<file path="src/rtl/stream_mult_pkg.sv">
// Shared types and fixed-point helpers for the streaming multiplier.
// Helpers work on a 64-bit signed carrier, so sample widths up to 32 bits are supported.
package stream_mult_pkg;

    localparam int DEF_DATA_WIDTH = 16;
    localparam int DEF_BITS       = 10;
    localparam int QUANT_VAL      = 1 << DEF_BITS;

    localparam int WIDE_W = 64;
    typedef logic signed [WIDE_W-1:0] wide_t;

    typedef struct packed {
        logic  valid;
        wide_t data;
    } stage_t;

    // Arithmetic shift alone floors; the bias makes negatives truncate toward zero.
    function automatic wide_t DEQUANTIZE(input wide_t p, input int bits);
        wide_t bias;
        bias = (wide_t'(1) <<< bits) - wide_t'(1);
        if (p < 0)
            return (p + bias) >>> bits;
        else
            return p >>> bits;
    endfunction

    function automatic wide_t SATURATE(input wide_t d, input int width);
        wide_t hi;
        wide_t lo;
        hi = (wide_t'(1) <<< (width - 1)) - wide_t'(1);
        lo = -hi - wide_t'(1);
        if (d > hi)
            return hi;
        else if (d < lo)
            return lo;
        else
            return d;
    endfunction

endpackage

</file>
<file path="src/rtl/stream_mult_q.sv">
// Three-stage I*Q (or I*gain) fixed-point multiplier between FWFT FIFOs; pop to write = 3 cycles.
// A held result under out_full freezes the whole pipeline and blocks pops; one result per clock otherwise.
module stream_mult_q
    import stream_mult_pkg::*;
#(
    parameter int DATA_WIDTH = DEF_DATA_WIDTH,
    parameter int BITS       = DEF_BITS,
    parameter int CNT_WIDTH  = 16
) (
    input  logic                  clock,
    input  logic                  reset,
    input  logic [DATA_WIDTH-1:0] I_dout,
    input  logic                  I_empty,
    output logic                  I_rd_en,
    input  logic [DATA_WIDTH-1:0] Q_dout,
    input  logic                  Q_empty,
    output logic                  Q_rd_en,
    input  logic                  mode,
    input  logic [DATA_WIDTH-1:0] gain,
    output logic [DATA_WIDTH-1:0] out_din,
    input  logic                  out_full,
    output logic                  out_wr_en,
    output logic                  sat_flag,
    output logic [CNT_WIDTH-1:0]  sat_count
);

    logic                           stall;
    logic                           pop;

    logic                           v1;
    logic signed [DATA_WIDTH-1:0]   a1;
    logic signed [DATA_WIDTH-1:0]   b1;
    logic signed [2*DATA_WIDTH-1:0] prod;

    stage_t                         s2;
    wide_t                          deq;
    wide_t                          sat;
    logic                           sat_hit;

    logic                           v3;

    assign stall = v3 & out_full;
    assign pop   = reset & ~stall & ~I_empty & (mode | ~Q_empty);

    assign I_rd_en   = pop;
    assign Q_rd_en   = pop & ~mode;
    assign out_wr_en = v3 & ~out_full;

    assign prod    = (2*DATA_WIDTH)'(a1) * (2*DATA_WIDTH)'(b1);
    assign deq     = DEQUANTIZE(s2.data, BITS);
    assign sat     = SATURATE(deq, DATA_WIDTH);
    assign sat_hit = s2.valid & (sat != deq);

    always_ff @(posedge clock or negedge reset) begin
        if (!reset) begin
            v1        <= 1'b0;
            a1        <= '0;
            b1        <= '0;
            s2        <= '0;
            v3        <= 1'b0;
            out_din   <= '0;
            sat_flag  <= 1'b0;
            sat_count <= '0;
        end else if (!stall) begin
            // mode/gain are captured here so later changes never touch in-flight samples
            v1 <= pop;
            if (pop) begin
                a1 <= I_dout;
                b1 <= mode ? gain : Q_dout;
            end

            s2.valid <= v1;
            s2.data  <= wide_t'(prod);

            v3      <= s2.valid;
            out_din <= DATA_WIDTH'(sat);

            if (sat_hit) begin
                sat_flag <= 1'b1;
                if (sat_count != '1)
                    sat_count <= sat_count + CNT_WIDTH'(1);
            end
        end
    end

endmodule

</file>
<file path="config.mk">
export PLATFORM = sky130hd
export DESIGN_NAME = stream_mult_q
export DESIGN_NICKNAME = d
export VERILOG_FILES = /design/src/rtl/stream_mult_pkg.sv /design/src/rtl/stream_mult_q.sv
export SDC_FILE = /design/constraint.sdc
export NUM_CORES = 1
export LEC_CHECK = 0
export CORE_ASPECT_RATIO = 1.75
export CORE_MARGIN = 5
export CORE_UTILIZATION = 60
export CTS_CLUSTER_DIAMETER = 40
export DETAILED_ROUTE_END_ITERATION = 8
export HOLD_SLACK_MARGIN = 0.02
export PLACE_DENSITY = 0.76
export SLEW_MARGIN = 20
export SYNTH_ARGS = -nofsm -noshare
export SYNTH_HDL_FRONTEND = slang
export SYNTH_SLANG_ARGS = --single-unit
</file>
<file path="constraint.sdc">
create_clock -name clock -period 10.2 [get_ports clock]
set_input_delay 3.06 -clock clock [delete_from_list [all_inputs] [get_ports clock]]
set_output_delay 3.06 -clock clock [all_outputs]
set_load 0.03 [all_outputs]
</file>
==> run_results.csv <==
group,metric,value,unit
placement,place_hpwl,27100,µm
synthesis,postSynthCellCount,1540,
timing,worst_pin_slew,1.09,ns
clock_tree,cts_sinks,100,
die,dieWidth,127,µm
final_layout,nFillCells,1942,
global_route,grt_max_degree,63,
synthesis,yosys-top-cells-area,"fa_1 36%, dfrtp_1 17%, inv_1 8.6%",
worst_setup_path,crit_path_max_fanout,62,
synthesis,syn_avg_cell_area,9.39,µm²
final_layout,antennaDiodeCount,0,
worst_setup_path,crit_path_top_delay_cell,"clkdlybuf4s50_1",
run,drv_cap,0,
die,num_io_pins,90,
synthesis,synth_ff_type,"dfrtp_1",
worst_setup_path,critPathRequiredTime,7.14,ns
timing,hold_viol,0,
worst_setup_path,arrival,5.42,ns
route,dr.pass1.iters,5,
placement,pre_cts_ws,1.73,ns
final_layout,area_delta_synth_final,9.90,%
route,wirelength,33100,µm
global_route,antenna_found_initial,0,
synthesis,synth_top_cell_by_area,"fa_1",
run_status,run_status,"finished, final reports clean",
route,vias,10500,
worst_setup_path,cpMostUsedCell,"clkdlybuf4s50_1",
worst_setup_path,endpoint_kind,"output pin",
die,core_area,23800,µm²
synthesis,yosysTopAreaCellShare,36.3,%
placement,io_buffers,89,
timing,tns,0,ns
timing,setup_ws,1.72,ns
clock_tree,cts_hold_buf,0,
final_layout,drive_above_1_share,3.89,%
global_route,grt-ovfl-total,0,
worst_setup_path,path_class,"in2out",
synthesis,yosysWarnings,0,
timing,report.final.slew_viol_count,0,
timing,rsz0062_at_grt,"false",
synthesis,synth.distinct_cells,66,
route,drt_iter0_markers,502,
timing,finalCritPeriodShare,83.2,%
clock_tree,clk-insertion-delay-late,0.36,ns
clock_tree,root_buffer,"clkbuf_16",
synthesis,syn_nets,1939,
route,wl_per_cell,17.4,µm
timing,setup_viol,0,
timing,max_freq,0.118,GHz
die,initial_core_util,60.6,%
final_layout,nets,1989,
worst_setup_path,critical-path-max-stage-delay,0.67,ns
die,core.rowCount,75,
timing,min_period,8.48,ns
synthesis,async_flop_share,100,%
timing,skew,0.0103,ns
timing,slew_headroom,26.8,%
clock_tree,cts-htree-levels,3,
min_path,worstHoldPathType,"reg2reg",
route,ant_nets,0,
synthesis,syn-cell-area,14500,µm²
die,die_y,215,µm
worst_setup_path,crit_chain,"clkdlybuf4s50_1 -> and2_2 -> nor4b_4 -> nor2b_1 -> clkdlybuf4s50_1",
clock_tree,cts_buffer_depth,2,
synthesis,synth_edf_count,0,
clock_tree,cts_tree,"built",
worst_setup_path,worst_setup_path_start_kind,"input pin",
route,routed_via_density,5.51,
clock_tree,cts_resized,0,
placement,place_congestion,0.919,
clock_tree,path_clk_slew,0.08,ns
die,die-area,27400,µm²
synthesis,yosysSeqAreaShare,17.3,%
global_route,grt_first_pass_wirelength,57800,µm
global_route,grt_pass1_vias,11800,
clock_tree,cts-buffers-inserted,9,
synthesis,synth.ff_latch_count,100,
clock_tree,post_cts_buffers,0,
route,drcViolationCount,0,
global_route,grt_use_total,26.2,%
state kept, by name, summed over array words and instances (netlist names):
signal	count
sat_count	16
out_din	16
v1	1
s2	33
b1	16
sat_flag	1
a1	16
v3	1
layer usage:
layer	global-route usage, %	part of all wire, %	up-vias
li1	-	-	4775
met1	30.7	36	5324
met2	48.0	55	281
met3	3.68	4.2	108
met4	10.1	4.2	0
met5	0	0	-
cell families after synthesis:
kind of cell	count (synthesis)	synth area share [%]
AND/OR/NAND/NOR	457	15.6
buffers and inverters	386	10.0
adder cells (fa/ha/maj)	345	43.5
AO/OA/AOI/OAI	163	7.80
flip-flops	100	17.3
XOR/XNOR	56	3.39
multiplexers	33	2.43
final cells by class:
class	count	area [µm²]	area share (%)
inverters	330	1240	7.80
clock buffers	9	225	1.42
repair buffers	95	933	5.88
flip-flops and latches	100	2500	15.8
multi-input cells	1054	10500	66.2
well taps	308	385	2.43
clock inverters	7	88.8	0.559
cells in the final DEF (no fill, tap or decap), types with 16 or more instances in the layout:
master and count:
a21oi_1 60, and2_1 122, clkdlybuf4s50_1 88, dfrtp_1 100
fa_1 262, ha_1 83, inv_1 330, mux2_2 16
mux2i_1 16, nand2_1 188, nand3_1 21, nor2_1 65
o21ai_0 23, xnor2_1 41
path summary, 6_finish.rpt:
path	end	start	slack (ns)	cells after the start
setup / recovery	Q_rd_en	out_full	1.72	5
hold / removal	s2[0]$_DFFE_PN0N_	s2[0]$_DFFE_PN0N_	0.47	2
setup reg to reg	s2[31]$_DFFE_PN0N_	b1[4]$_DFFE_PN0P_	3.43	19
hold reg to reg	s2[0]$_DFFE_PN0N_	s2[0]$_DFFE_PN0N_	0.47	2
max in group asynchronous	a1[5]$_DFFE_PN0P_	reset	6.37	2
min in group asynchronous	sat_count[0]$_DFFE_PN0P_	reset	2.69	1
critical path: cells and delay by family:
kind,cells,cell delay (ns)
buffers and inverters,2,1.11
and+or+nand+nor,3,1.24
through the flow:
stage	hold WS [ns]	cells	instance area, µm²	utilization (%)
finish	0.473	1903	15900	66.7
global route	0.497	1903	15900	66.7
CTS	0.476	1903	15900	66.7
detailed placement	0.458	1887	15600	65.3
floorplan	0.439	1540	14500	-
global placement	0.452	1887	15600	65.3
synthesized netlist by cell type (16+ instances only):
cell type,n
and2_1,123
o21ai_0,23
inv_1,330
dfrtp_1,100
fa_1,262
clkbuf_1,52
xnor2_1,41
mux2_2,16
nor2_1,65
a21oi_1,60
nand2_1,188
nand3_1,21
ha_1,83
mux2i_1,16
Power is not shown: default switching activity piles up to over one toggle a cycle in this logic, so the estimate is an artifact.
==> RTL edit 1 (same settings) <==
Make the reset (`reset`) synchronous in one clocked block.
--- a/src/rtl/stream_mult_q.sv
+++ b/src/rtl/stream_mult_q.sv
@@ -52,5 +52,5 @@
     assign sat_hit = s2.valid & (sat != deq);
 
-    always_ff @(posedge clock or negedge reset) begin
+    always_ff @(posedge clock) begin
         if (!reset) begin
             v1        <= 1'b0;
Behaviour: not the same (a bounded check fails within 4 cycles, from zero or initial values and one cycle with reset low; the reset may be asserted at any time).
==> RTL edit 1 against the unedited design <==
Setup slack better by 0.055 ns. Sequential cell count unchanged. Synthesized area down 0.91%. Final cell count up 4.5%. Critical endpoint unchanged. Routed wire length up 9.2%. Highest routed layer unchanged. Final area down 1.1%. Via count up 8.1%. Fmax up 0.65%. Critical path type unchanged.
Power is left out: it rests on default switching activity, and per cell area and clock period it moved more than threefold.
==> RTL edit 1: results (changes against the unedited design) <==
- Status: completed
- Rel. slew slack: 0.2866 (+0.01816)
- Via-to-Cell Ratio: 5.702 (+3.5%)
- Final WL: 36130 microns (+9.2%)
- CTS max path bufs: 2 (unchanged)
- Htree depth: 3 (unchanged)
- # nets final: 2079 (+4.5%)
- Synth warn: 0 (unchanged)
- Netlist cell types: 56 (-15%)
- Adder-Cell Fraction of Synth Area: 0.4387 (+0.003987)
- Main synth FF type: dfxtp_1
- FF-to-FF path depth: 21 (+2)
- Layout cells sized above 1: 0.02136 (-0.01751)
- Slowest cell on crit path: or3_1
- Final Skew: 0.01276 ns (+0.002512 ns)
- M1 WL: 12970 microns (+7.7%)
- Largest stage delay on the critical path: 0.73 ns (+0.06 ns)
- Mux contribution to synthesized area: 0.01607 (-0.008250)
- RD Place Congestion: 0.8868 (-3.5%)
- Gr usage total: 0.2804 (+0.01812)
- Compound-gate portion of the synthesized area: 0.09224 (+0.01425)
- Via count: 11340 (+8.1%)
- Met3 wire length: 1405 microns (+0.93%)
- Post-synth ARST share: 0 (-1.000)
- Post-synthesis net count: 2038 (+5.1%)
- Largest net degree at the start of global routing: 72 (+14%)
- Initial drt markers: 531 (+5.8%)
- Pre-CTS setup slack: 1.786 ns (+0.05810 ns)
- First-pass GRT wire length: 61010 microns (+5.6%)
- Data arrival, critical path: 5.37 ns (-0.05 ns)
- Vias in the first global route: 12390 (+4.8%)
- DP HPWL: 28590 microns (+5.5%)
==> RTL edit 1: cell families after synthesis <==
logic type      count (synthesis)
simple gates                  531
buf+inv                       405
fa+ha+maj                     345
compound gates                194
flops                         100
xor+xnor                       41
mux                            23
==> RTL edit 1: layout make-up <==
cell class	instances	area, sq um
clock buffer	9	225.2
clock inverter	7	88.84
fill	1963	7716
inverter	335	1257
multi-input combinational	1134	10790
sequential	100	2002
tap	304	380.4
timing repair buffer	100	965.9
==> RTL edit 1: critical path: cells and delay by family <==
family	cells	cell delay (ns)
buf+inv	2	1.13
simple gates	4	1.18
==> RTL edit 1: routing by layer <==
metal,vias to the layer above,GRT usage
met5,-,0
met4,0,0.1349
li1,5159,-
met3,129,0.03091
met2,367,0.5260
met1,5686,0.3084
==> RTL edit 1: through the flow <==
stage          hold WS (ns)    util  instance area, sq um
4_1_cts              0.4561  0.6706                 15710
6_report             0.4530  0.6706                 15710
3_5_place_dp         0.4445  0.6572                 15390
2_1_floorplan        0.4315       -                 14320
3_3_place_gp         0.4391  0.6572                 15390
5_1_grt              0.4778  0.6706                 15710
==> RTL edit 1: worst paths after layout <==
kind,startpoint,end,slack [ns]
worst max-delay path,out_full,Q_rd_en,1.77
worst min-delay path,s2[7]$_SDFFE_PN0N_,s2[7]$_SDFFE_PN0N_,0.45
worst max register to register,b1[9]$_SDFFE_PN0P_,s2[31]$_SDFFE_PN0N_,3.22
worst min register to register,s2[7]$_SDFFE_PN0N_,s2[7]$_SDFFE_PN0N_,0.45
==> RTL edit 2 (same settings) <==
Without the edit above. Change the parameter `CNT_WIDTH` from 16 to 20.
--- a/src/rtl/stream_mult_q.sv
+++ b/src/rtl/stream_mult_q.sv
@@ -6,5 +6,5 @@
     parameter int DATA_WIDTH = DEF_DATA_WIDTH,
     parameter int BITS       = DEF_BITS,
-    parameter int CNT_WIDTH  = 16
+    parameter int CNT_WIDTH  = 20
 ) (
     input  logic                  clock,
Interface: changed (resized sat_count); port bits go from 90 to 94. No check against the original RTL was run, so the function may have changed too.
==> RTL edit 2 against the unedited design <==
Setup slack lost 0.11 ns. Hold slack gained 0.0074 ns. Routed wire length shrank 0.55%. Non-clock buffer count grew 6. Synthesized area grew 1.9%. Sequential cell count grew 4. Final area grew 1.9%.
Power is left out: the tool's default activity adds up to more than one toggle a clock period on the data nets, which glitch-free logic cannot reach.
==> RTL edit 2: results (changes against the unedited design) <==
- Initial DRT Pass Iterations: 5 (unchanged)
- Main synth FF type: dfrtp_1
- Worst-Margin Slew: 0.8210 ns (-0.2712 ns)
- Routed len/inst: 16.83 microns (-3.1%)
- Data arrival, critical path: 5.53 ns (+0.11 ns)
- Status: completed
- Post-synthesis net count: 1983 (+2.3%)
- Synth area leader: fa_1
- Vias in the first global route: 12030 (+1.8%)
- Seq/Total Area, Yosys: 0.1767 (+0.003590)
- Synth warn: 0 (unchanged)
- Largest fanout on the critical path: 35 (-44%)
- Initial drt markers: 454 (-9.6%)
- CTS max path bufs: 2 (unchanged)
- Post-cts sizing count: 0 (unchanged)
- Via count: 10710 (+2.1%)
- First-pass GRT wire length: 57280 microns (-0.84%)
- Initial antenna violation count: 0 (unchanged)
- Gr usage total: 0.2572 (-0.005065)
- Biggest registers after layout: s2 (33), sat_count (20)
- Area after DPL: 0.01587 sq mm (+1.9%)
- # nets final: 2036 (+2.4%)
- Htree depth: 3 (unchanged)
- Post-synth ARST share: 1.000 (unchanged)
- Layout cells sized above 1: 0.03350 (-0.005376)
- CTS clk-pin slew, worst paths: 0.07 ns
- Largest net degree at the start of global routing: 70 (+11%)
- RD Place Congestion: 0.8560 (-6.9%)
- Port bufs: 93 (+4.5%)
- Clk root buf: clkbuf_16
- Final Skew: 0.01478 ns (+0.004529 ns)
- Total CTS buffers: 9 (unchanged)
- DP HPWL: 26600 microns (-1.8%)
- Post-synth top cells: inv_1, fa_1, nand2_1
- CP delay by family, top: buffers and inverters
- DRT antenna net count: 0 (unchanged)
- Postcts setup bufs: 0 (unchanged)
- Worst hold-check path type: flip-flop to flip-flop
- Worst skew pair latency: about 0.37 ns
- Slowest cell on crit path: clkdlybuf4s50_1
- Ranking of synthesized cells by area: fa_1, dfrtp_1, inv_1
- Netlist cell types: 56 (-15%)
- N_diodes: 0 (unchanged)
- Largest stage delay on the critical path: just under 0.7 ns
==> RTL edit 2: cell count changes in the layout (fill, tap and decap cells not counted), sizes merged, moves of 6 or more <==
| cell | change |
|---|---|
| a31oi | +22 |
| nor2 | +13 |
| nand2 | +10 |
| xor2 | +9 |
| and3 | +7 |
| o31ai | -7 |
| and2 | +6 |
==> RTL edit 2: metrics by stage <==
stage                     setup WS (ns)  hold slack [ns]  cells
after global routing              1.490           0.5047   1954
after floorplan                   2.301           0.4397   1584
final                             1.610           0.4805   1954
after CTS                         1.586           0.4926   1954
after global placement            1.590           0.4516   1938
after detailed placement          1.602           0.4754   1938
==> RTL edit 2: tightest hold or removal path: cells and delay by family, from the launching register on <==
family	cells	cell delay [ns]
compound gates	1	0.06
flops	1	0.34
simple gates	1	0.05
==> RTL edit 2: area by class of cell <==
cell class | count | area [sq um]
Clock buffer | 9 | 225.2
Clock inverter | 7 | 85.08
Fill cell | 1975 | 8254
Inverter | 330 | 1239
Multi-Input combinational cell | 1091 | 10650
Sequential cell | 104 | 2603
Tap cell | 312 | 390.4
Timing Repair Buffer | 101 | 988.4
==> RTL edit 2: final timing paths <==
| kind | startpoint | to | slack, ns | cells after the start |
|---|---|---|---|---|
| worst min-delay path | out_din[15]$_DFFE_PN0N_ | out_din[15]$_DFFE_PN0N_ | 0.48 | 2 |
| worst max-delay path | mode | Q_rd_en | 1.61 | 7 |
| worst max register to register | b1[5]$_DFFE_PN0P_ | s2[29]$_DFFE_PN0N_ | 3.45 | 19 |
| min in group asynchronous | reset | s2[6]$_DFFE_PN0N_ | 2.66 | 1 |
| max in group asynchronous | reset | out_din[15]$_DFFE_PN0N_ | 6.34 | 2 |
| worst min register to register | out_din[15]$_DFFE_PN0N_ | out_din[15]$_DFFE_PN0N_ | 0.48 | 2 |
==> RTL edit 2: logic make-up after synthesis <==
family                   Yosys count  share of synthesized area
multiplexers                      34                    0.02455
AO/OA/AOI/OAI                    154                    0.06864
AND/OR/NAND/NOR                  491                     0.1631
adder cells (fa/ha/maj)          345                     0.4266
flip-flops                       104                     0.1767
buffers and inverters            389                     0.1005
XOR/XNOR                          67                    0.03984
==> RTL edit 2: metal layers <==
metal | track usage | up-vias | part of all wire
met5 | 0 | - | 0
met2 | 0.4802 | 300 | 0.55
met1 | 0.2924 | 5410 | 0.37
met4 | 0.09844 | 0 | 0.034
met3 | 0.03487 | 84 | 0.047
li1 | - | 4917 | -
